==> src/rtl/fmac_sched_pkg.sv <==
`default_nettype none
// +--------------------------------------------------------------------+
// | fmac_sched_pkg                                                     |
// | Shared constants for the FP MAC scheduler: FSM encoding, FP width, |
// | default requester count and datapath latency.                      |
// | Rev 1.0 - initial release                                          |
// +--------------------------------------------------------------------+
package fmac_sched_pkg;

  localparam int c_fp_w         = 32;
  localparam int c_def_nreq     = 4;
  localparam int c_def_pipe_lat = 4;

  localparam logic [1:0] c_st_run   = 2'd0;
  localparam logic [1:0] c_st_drain = 2'd1;
  localparam logic [1:0] c_st_idle  = 2'd2;

endpackage : fmac_sched_pkg
`default_nettype wire

==> src/rtl/rr_arbiter.sv <==
`default_nettype none
// +--------------------------------------------------------------------+
// | rr_arbiter                                                         |
// | Combinational round-robin arbiter; search begins at i_ptr.         |
// | Rev 1.0 - initial release                                          |
// +--------------------------------------------------------------------+
module rr_arbiter #(
  parameter int N     = 4,
  parameter int IDX_W = 2
) (
  input  logic [N-1:0]     i_req,
  input  logic [IDX_W-1:0] i_ptr,
  output logic [N-1:0]     o_gnt,
  output logic [IDX_W-1:0] o_gnt_idx,
  output logic             o_gnt_vld
);

  logic [IDX_W:0]   w_sum;
  logic [IDX_W-1:0] w_idx;

  always_comb begin
    o_gnt     = '0;
    o_gnt_idx = '0;
    o_gnt_vld = 1'b0;
    w_sum     = '0;
    w_idx     = '0;
    for (int k = 0; k < N; k++) begin
      // ptr < N and k < N, so one conditional subtract gives the modulo
      w_sum = {1'b0, i_ptr} + (IDX_W+1)'(k);
      if (w_sum >= (IDX_W+1)'(N)) begin
        w_sum = w_sum - (IDX_W+1)'(N);
      end
      w_idx = w_sum[IDX_W-1:0];
      if (!o_gnt_vld && i_req[w_idx]) begin
        o_gnt_vld    = 1'b1;
        o_gnt[w_idx] = 1'b1;
        o_gnt_idx    = w_idx;
      end
    end
  end

endmodule : rr_arbiter
`default_nettype wire

==> src/rtl/fmac_sched.sv <==
`default_nettype none
// +--------------------------------------------------------------------+
// | fmac_sched                                                         |
// | Schedules NREQ requesters onto one shared FP MAC pipeline with     |
// | per-bank RAW hazard blocking, response routing and flush/drain.    |
// | Rev 1.0 - initial release                                          |
// +--------------------------------------------------------------------+
module fmac_sched
  import fmac_sched_pkg::*;
#(
  parameter  int NREQ     = c_def_nreq,
  parameter  int PIPE_LAT = c_def_pipe_lat,
  localparam int SEL_W    = (NREQ > 1) ? $clog2(NREQ) : 1
) (
  input  logic                     clock,
  input  logic                     resetn,
  input  logic [NREQ-1:0]          req_valid,
  input  logic [NREQ*c_fp_w-1:0]   req_a,
  input  logic [NREQ*c_fp_w-1:0]   req_b,
  input  logic [NREQ-1:0]          req_clr,
  output logic [NREQ-1:0]          req_ready,
  output logic                     mac_issue,
  output logic [c_fp_w-1:0]        mac_a,
  output logic [c_fp_w-1:0]        mac_b,
  output logic [SEL_W-1:0]         mac_sel,
  output logic                     mac_clr,
  input  logic [c_fp_w-1:0]        mac_result,
  output logic [NREQ-1:0]          resp_valid,
  output logic [c_fp_w-1:0]        resp_data,
  input  logic                     flush,
  output logic                     flush_done
);

  logic [1:0]          r_state;
  logic [1:0]          w_state_nxt;
  logic [SEL_W-1:0]    r_ptr;
  logic [PIPE_LAT-1:0] r_pipe_vld;
  logic [SEL_W-1:0]    r_pipe_tag [PIPE_LAT];
  logic [NREQ-1:0]     r_busy;
  logic [NREQ-1:0]     r_resp_valid;
  logic [c_fp_w-1:0]   r_resp_data;

  logic                w_ret_vld;
  logic [SEL_W-1:0]    w_ret_tag;
  logic [NREQ-1:0]     w_ret_mask;
  logic                w_can_issue;
  logic [NREQ-1:0]     w_elig;
  logic [NREQ-1:0]     w_gnt;
  logic [SEL_W-1:0]    w_gnt_idx;
  logic                w_gnt_vld;

  assign w_ret_vld  = r_pipe_vld[PIPE_LAT-1];
  assign w_ret_tag  = r_pipe_tag[PIPE_LAT-1];
  assign w_ret_mask = w_ret_vld ? (NREQ'(1) << w_ret_tag) : '0;

  // A bank retiring this cycle is already free, so it may be regranted now
  assign w_can_issue = resetn && (r_state == c_st_run) && !flush;
  assign w_elig      = req_valid & ~(r_busy & ~w_ret_mask) & {NREQ{w_can_issue}};

  rr_arbiter #(
    .N     (NREQ),
    .IDX_W (SEL_W)
  ) u_arb (
    .i_req     (w_elig),
    .i_ptr     (r_ptr),
    .o_gnt     (w_gnt),
    .o_gnt_idx (w_gnt_idx),
    .o_gnt_vld (w_gnt_vld)
  );

  assign req_ready  = w_gnt;
  assign mac_issue  = w_gnt_vld;
  assign mac_sel    = w_gnt_idx;
  assign mac_a      = req_a[w_gnt_idx*c_fp_w +: c_fp_w];
  assign mac_b      = req_b[w_gnt_idx*c_fp_w +: c_fp_w];
  assign mac_clr    = req_clr[w_gnt_idx];
  assign resp_valid = r_resp_valid;
  assign resp_data  = r_resp_data;
  assign flush_done = (r_state == c_st_idle) && flush;

  always_comb begin
    w_state_nxt = r_state;
    case (r_state)
      c_st_run:   if (flush)             w_state_nxt = c_st_drain;
      c_st_drain: if (r_pipe_vld == '0)  w_state_nxt = c_st_idle;
      c_st_idle:  if (!flush)            w_state_nxt = c_st_run;
      default:                           w_state_nxt = c_st_run;
    endcase
  end

  always_ff @(posedge clock or negedge resetn) begin
    if (!resetn) begin
      r_state      <= c_st_run;
      r_ptr        <= '0;
      r_pipe_vld   <= '0;
      r_busy       <= '0;
      r_resp_valid <= '0;
      r_resp_data  <= '0;
      for (int s = 0; s < PIPE_LAT; s++) begin
        r_pipe_tag[s] <= '0;
      end
    end else begin
      r_state    <= w_state_nxt;
      r_pipe_vld <= {r_pipe_vld[PIPE_LAT-2:0], w_gnt_vld};
      r_pipe_tag[0] <= w_gnt_idx;
      for (int s = 1; s < PIPE_LAT; s++) begin
        r_pipe_tag[s] <= r_pipe_tag[s-1];
      end
      r_busy       <= (r_busy & ~w_ret_mask) | w_gnt;
      r_resp_valid <= w_ret_mask;
      if (w_ret_vld) begin
        r_resp_data <= mac_result;
      end
      if (w_gnt_vld) begin
        r_ptr <= (w_gnt_idx == SEL_W'(NREQ-1)) ? '0 : w_gnt_idx + SEL_W'(1);
      end
    end
  end

endmodule : fmac_sched
`default_nettype wire
==> config.mk <==
export PLATFORM = sky130hd
export DESIGN_NAME = fmac_sched
export DESIGN_NICKNAME = d
export VERILOG_FILES = /design/src/rtl/fmac_sched_pkg.sv /design/src/rtl/rr_arbiter.sv /design/src/rtl/fmac_sched.sv
export SDC_FILE = /design/constraint.sdc
export NUM_CORES = 1
export LEC_CHECK = 0
export ABC_AREA = 0
export ABC_CLOCK_PERIOD_IN_PS = 6800
export BUFFER_PORTS_ARGS = -buffer_cell sky130_fd_sc_hd__buf_2
export CAP_MARGIN = 25
export CORE_AREA = 2 2 157 159
export DETAILED_ROUTE_END_ITERATION = 10
export DIE_AREA = 0 0 159 161
export GPL_TIMING_DRIVEN = 0
export SYNTH_ARGS = -nofsm -noshare
export SYNTH_HDL_FRONTEND = slang
export SYNTH_SLANG_ARGS = --single-unit
==> constraint.sdc <==
create_clock -name clock -period 6.8 [get_ports clock]
set_input_delay 0.68 -clock clock [delete_from_list [all_inputs] [get_ports clock]]
set_output_delay 0.68 -clock clock [all_outputs]
set_load 0.05 [all_outputs]
==> results.json <==
{
  "io-pin-count": 408,
  "max_stage_delay_ps": 430,
  "rsz0062_at_grt": "no",
  "p_sw_w": 0.000295,
  "synth_top_family_by_area": "compound AO/OA/AOI/OAI gates",
  "layout_min_cycle_time_ps": 4730,
  "n_fill_cell": 2662,
  "ys_types": 37,
  "die-area_mm2": 0.0256,
  "cap_violations": 0,
  "slew-limit-headroom": 0.551,
  "ys_async_sr_fraction": 1.00,
  "clk_pin_slew_ps": 70,
  "setup_viol": 0,
  "start_kind": "register",
  "endpoint_kind": "output port",
  "synth_edf_count": 0,
  "status": "finished clean",
  "tns_ps": 0,
  "final.period_utilization": 0.696,
  "postSynthNetCount": 863,
  "root_buffer": "clkbuf_16",
  "dr_total_vias": 6132,
  "required_ps": 6120,
  "reg2regPathDepth": 13,
  "hpwl_um": 18800,
  "synth_fa_ha_area_frac": 0.0126,
  "path_class": "register to output port",
  "max_slew.worst_pin.slew_ps": 673,
  "cts_num_sinks": 56,
  "dp_slack_ps": 2070,
  "skew_ps": 7.72,
  "slowest_stage": "ha_1",
  "ant_nets": 0,
  "r2r-start": "r_ptr[0]",
  "cts_tree": "done",
  "first_pass_iters": 5,
  "grt-ovfl-total": 0,
  "yosys_most_used_dff": "dfrtp_1",
  "synthDominantCellAreaShare": 0.283,
  "dp_cells": 1291,
  "rows": 57,
  "switching_share": 0.338,
  "antenna_found_initial": 2,
  "synthCells": 559,
  "start_util": 0.207,
  "coreArea_mm2": 0.0240,
  "combPwrFrac": 0.330,
  "ys_seq_elements": 56,
  "layout.cells.non_filler": 1298,
  "cpMostUsedCell": "buf_2",
  "fmax_mhz": 211,
  "die_w_um": 159,
  "netlist_area_mm2": 0.00495,
  "gp_congestion": 0.832,
  "synth_compound_area_frac": 0.334,
  "post_cts_buffers": 0,
  "drive_gt1_frac": 0.560,
  "cp_data_arrival_time_ps": 4050,
  "htreeDepth": 2,
  "finalPower_w": 0.000873,
  "powerDensity_mw_per_mm2": 116,
  "yosys-top-cells-area": "dfrtp_1 (28%), mux2i_1 (13%), a31o_2 (12%), a22oi_1 (10%), mux2_2 (7.3%)",
  "portBuffers": 407,
  "vias_per_cell": 4.72,
  "fp.dieH_um": 161,
  "startpoint": "r_ptr[0]",
  "wl_per_cell_um": 17.4,
  "ctsResizeCount": 0,
  "synthSimpleGateAreaFrac": 0.0890,
  "synth_top_area_cell": "dfrtp_1",
  "pwr-share-seq": 0.392,
  "min_path_type": "input pin to asynchronous set/reset pin",
  "grt_usage": 0.165,
  "cp_max_fo": 10,
  "reg2reg_to": "r_ptr[1]",
  "fin_nets": 1278,
  "clkLatencyLatePin_ps": 290,
  "avgSynthCellArea_um2": 8.85,
  "totalWireLength_um": 22600,
  "cp_cell_sequence": "buf_2 > inv_1 > ha_1 > or3_1 > a211oi_1 > nand2b_1 > buf_2 > buf_2 > buf_2 > a31o_2 > a221oi_1 > a21oi_1 > buf_2",
  "setup_slack_ps": 2070,
  "hold_buffers": 0,
  "first_global_vias": 6088,
  "cts_buffer_depth": 2,
  "diodes": 0,
  "synth_seq_area_share": 0.283,
  "grt_max_degree": 40,
  "cts_buffers": 5,
  "leakage_nw": 4.68,
  "slew_violations": 0,
  "r2r_slack_ps": 3170,
  "hold_violations": 0,
  "area_delta_synth_final_pct": 52.5,
  "yosysWarningCount": 0,
  "clkPwrFrac": 0.279,
  "synth_mux_area_frac": 0.218,
  "p_int_w": 0.000577,
  "drtIter0Drc": 331,
  "ir_drop_uv": 92.8,
  "grt_pass1_wl_um": 33700,
  "yosys.area_share.xor_xnor": 0,
  "drc": 0
}
metrics by stage:
stage | utilization | hold WS (ps) | instance area (um2)
2_1_floorplan | - | 331 | 4950
3_3_place_gp | 0.308 | 333 | 7390
3_5_place_dp | 0.309 | 337 | 7410
4_1_cts | 0.315 | 352 | 7550
5_1_grt | 0.315 | 356 | 7550
6_report | 0.315 | 344 | 7550
flip-flops by register name (all words and copies together), names as in the netlist:
register,count
r_busy,4
r_pipe_tag,6
r_pipe_vld,4
r_ptr,2
r_state,2
resp_data,32
resp_valid,4
w_ret_tag,2
power by group through the flow:
| stage | clock network [W] | registers (W) | logic, W |
|---|---|---|---|
| after floorplan | 0 | 0.000347 | 0.000145 |
| after CTS | 0.000250 | 0.000342 | 0.000288 |
| after global routing | 0.000264 | 0.000342 | 0.000311 |
| final | 0.000243 | 0.000342 | 0.000288 |
| after global placement | 0 | 0.000348 | 0.000282 |
| after detailed placement | 0 | 0.000348 | 0.000287 |
worst max-delay path by stage:
stage	slack [ps]	cells past startpoint	to
floorplan	2770	12	mac_b[2]
global placement	1710	9	mac_b[26]
detailed placement	2070	11	mac_a[21]
CTS	1990	12	mac_a[21]
global route	1730	12	mac_a[21]
finish	2070	13	mac_b[26]
Yosys cell counts, types with 3 or more instances:
cell type / number
dfrtp_1: 56
buf_6: 5
ha_1: 5
o21ai_1: 3
o211ai_1: 5
mux2_2: 32
mux4_2: 3
o21a_1: 4
a32oi_1: 4
a22oi_1: 68
and3_1: 4
buf_2: 21
nor3_1: 3
clkbuf_1: 31
inv_1: 10
a21oi_1: 67
a31o_2: 65
nand2_1: 79
mux2i_1: 65
nor2_1: 4
logic make-up after synthesis:
| family | after synthesis |
|---|---|
| compound gates | 229 |
| simple gates | 102 |
| mux | 100 |
| buf+inv | 67 |
| flops | 56 |
| fa+ha+maj | 5 |
critical path: cells and delay by family, from the launching register on:
| family | cells | cell delay (ps) |
|---|---|---|
| simple gates | 2 | 530 |
| fa+ha+maj | 1 | 430 |
| compound gates | 4 | 800 |
| buf+inv | 6 | 1630 |
| flops | 1 | 370 |
cells in the final DEF, fill, tap and decap left out, types with 2 or more instances in the layout:
cell type    n
a211oi_1     2
a21o_1       2
a21oi_1     67
a22oi_1     68
a31o_2      65
a32oi_1      4
and3_1       4
and3b_1      2
buf_2      428
buf_6        5
clkbuf_1    31
clkbuf_16    5
dfrtp_1     56
ha_1         5
inv_1       10
mux2_2      32
mux2i_1     65
mux4_2       3
nand2_1     79
nand2b_1     2
nand3_1      2
nor2_1       4
nor3_1       3
nor3b_1      2
o211ai_1     5
o21a_1       4
o21ai_0      2
o21ai_1      3
o31ai_1      2
routing by layer:
metal | vias up | GRT usage | share of wire
li1 | 2971 | - | -
met1 | 2887 | 0.212 | 0.43
met2 | 257 | 0.298 | 0.50
met3 | 15 | 0.0247 | 0.061
met4 | 2 | 0.0248 | 0.0086
met5 | - | 0 | 0.00058
cell type report:
type	instances	area (um2)	share of cell area
flip-flops and latches	56	1400	0.186
clock inverters	2	12.5	0.00166
clock buffers	5	125	0.0166
multi-input cells	436	3230	0.428
well taps	324	405	0.0537
inverters	10	37.5	0.00497
repair buffers	408	2060	0.272
plain buffers	57	278	0.0368
Power figures use the tool's default switching activity.
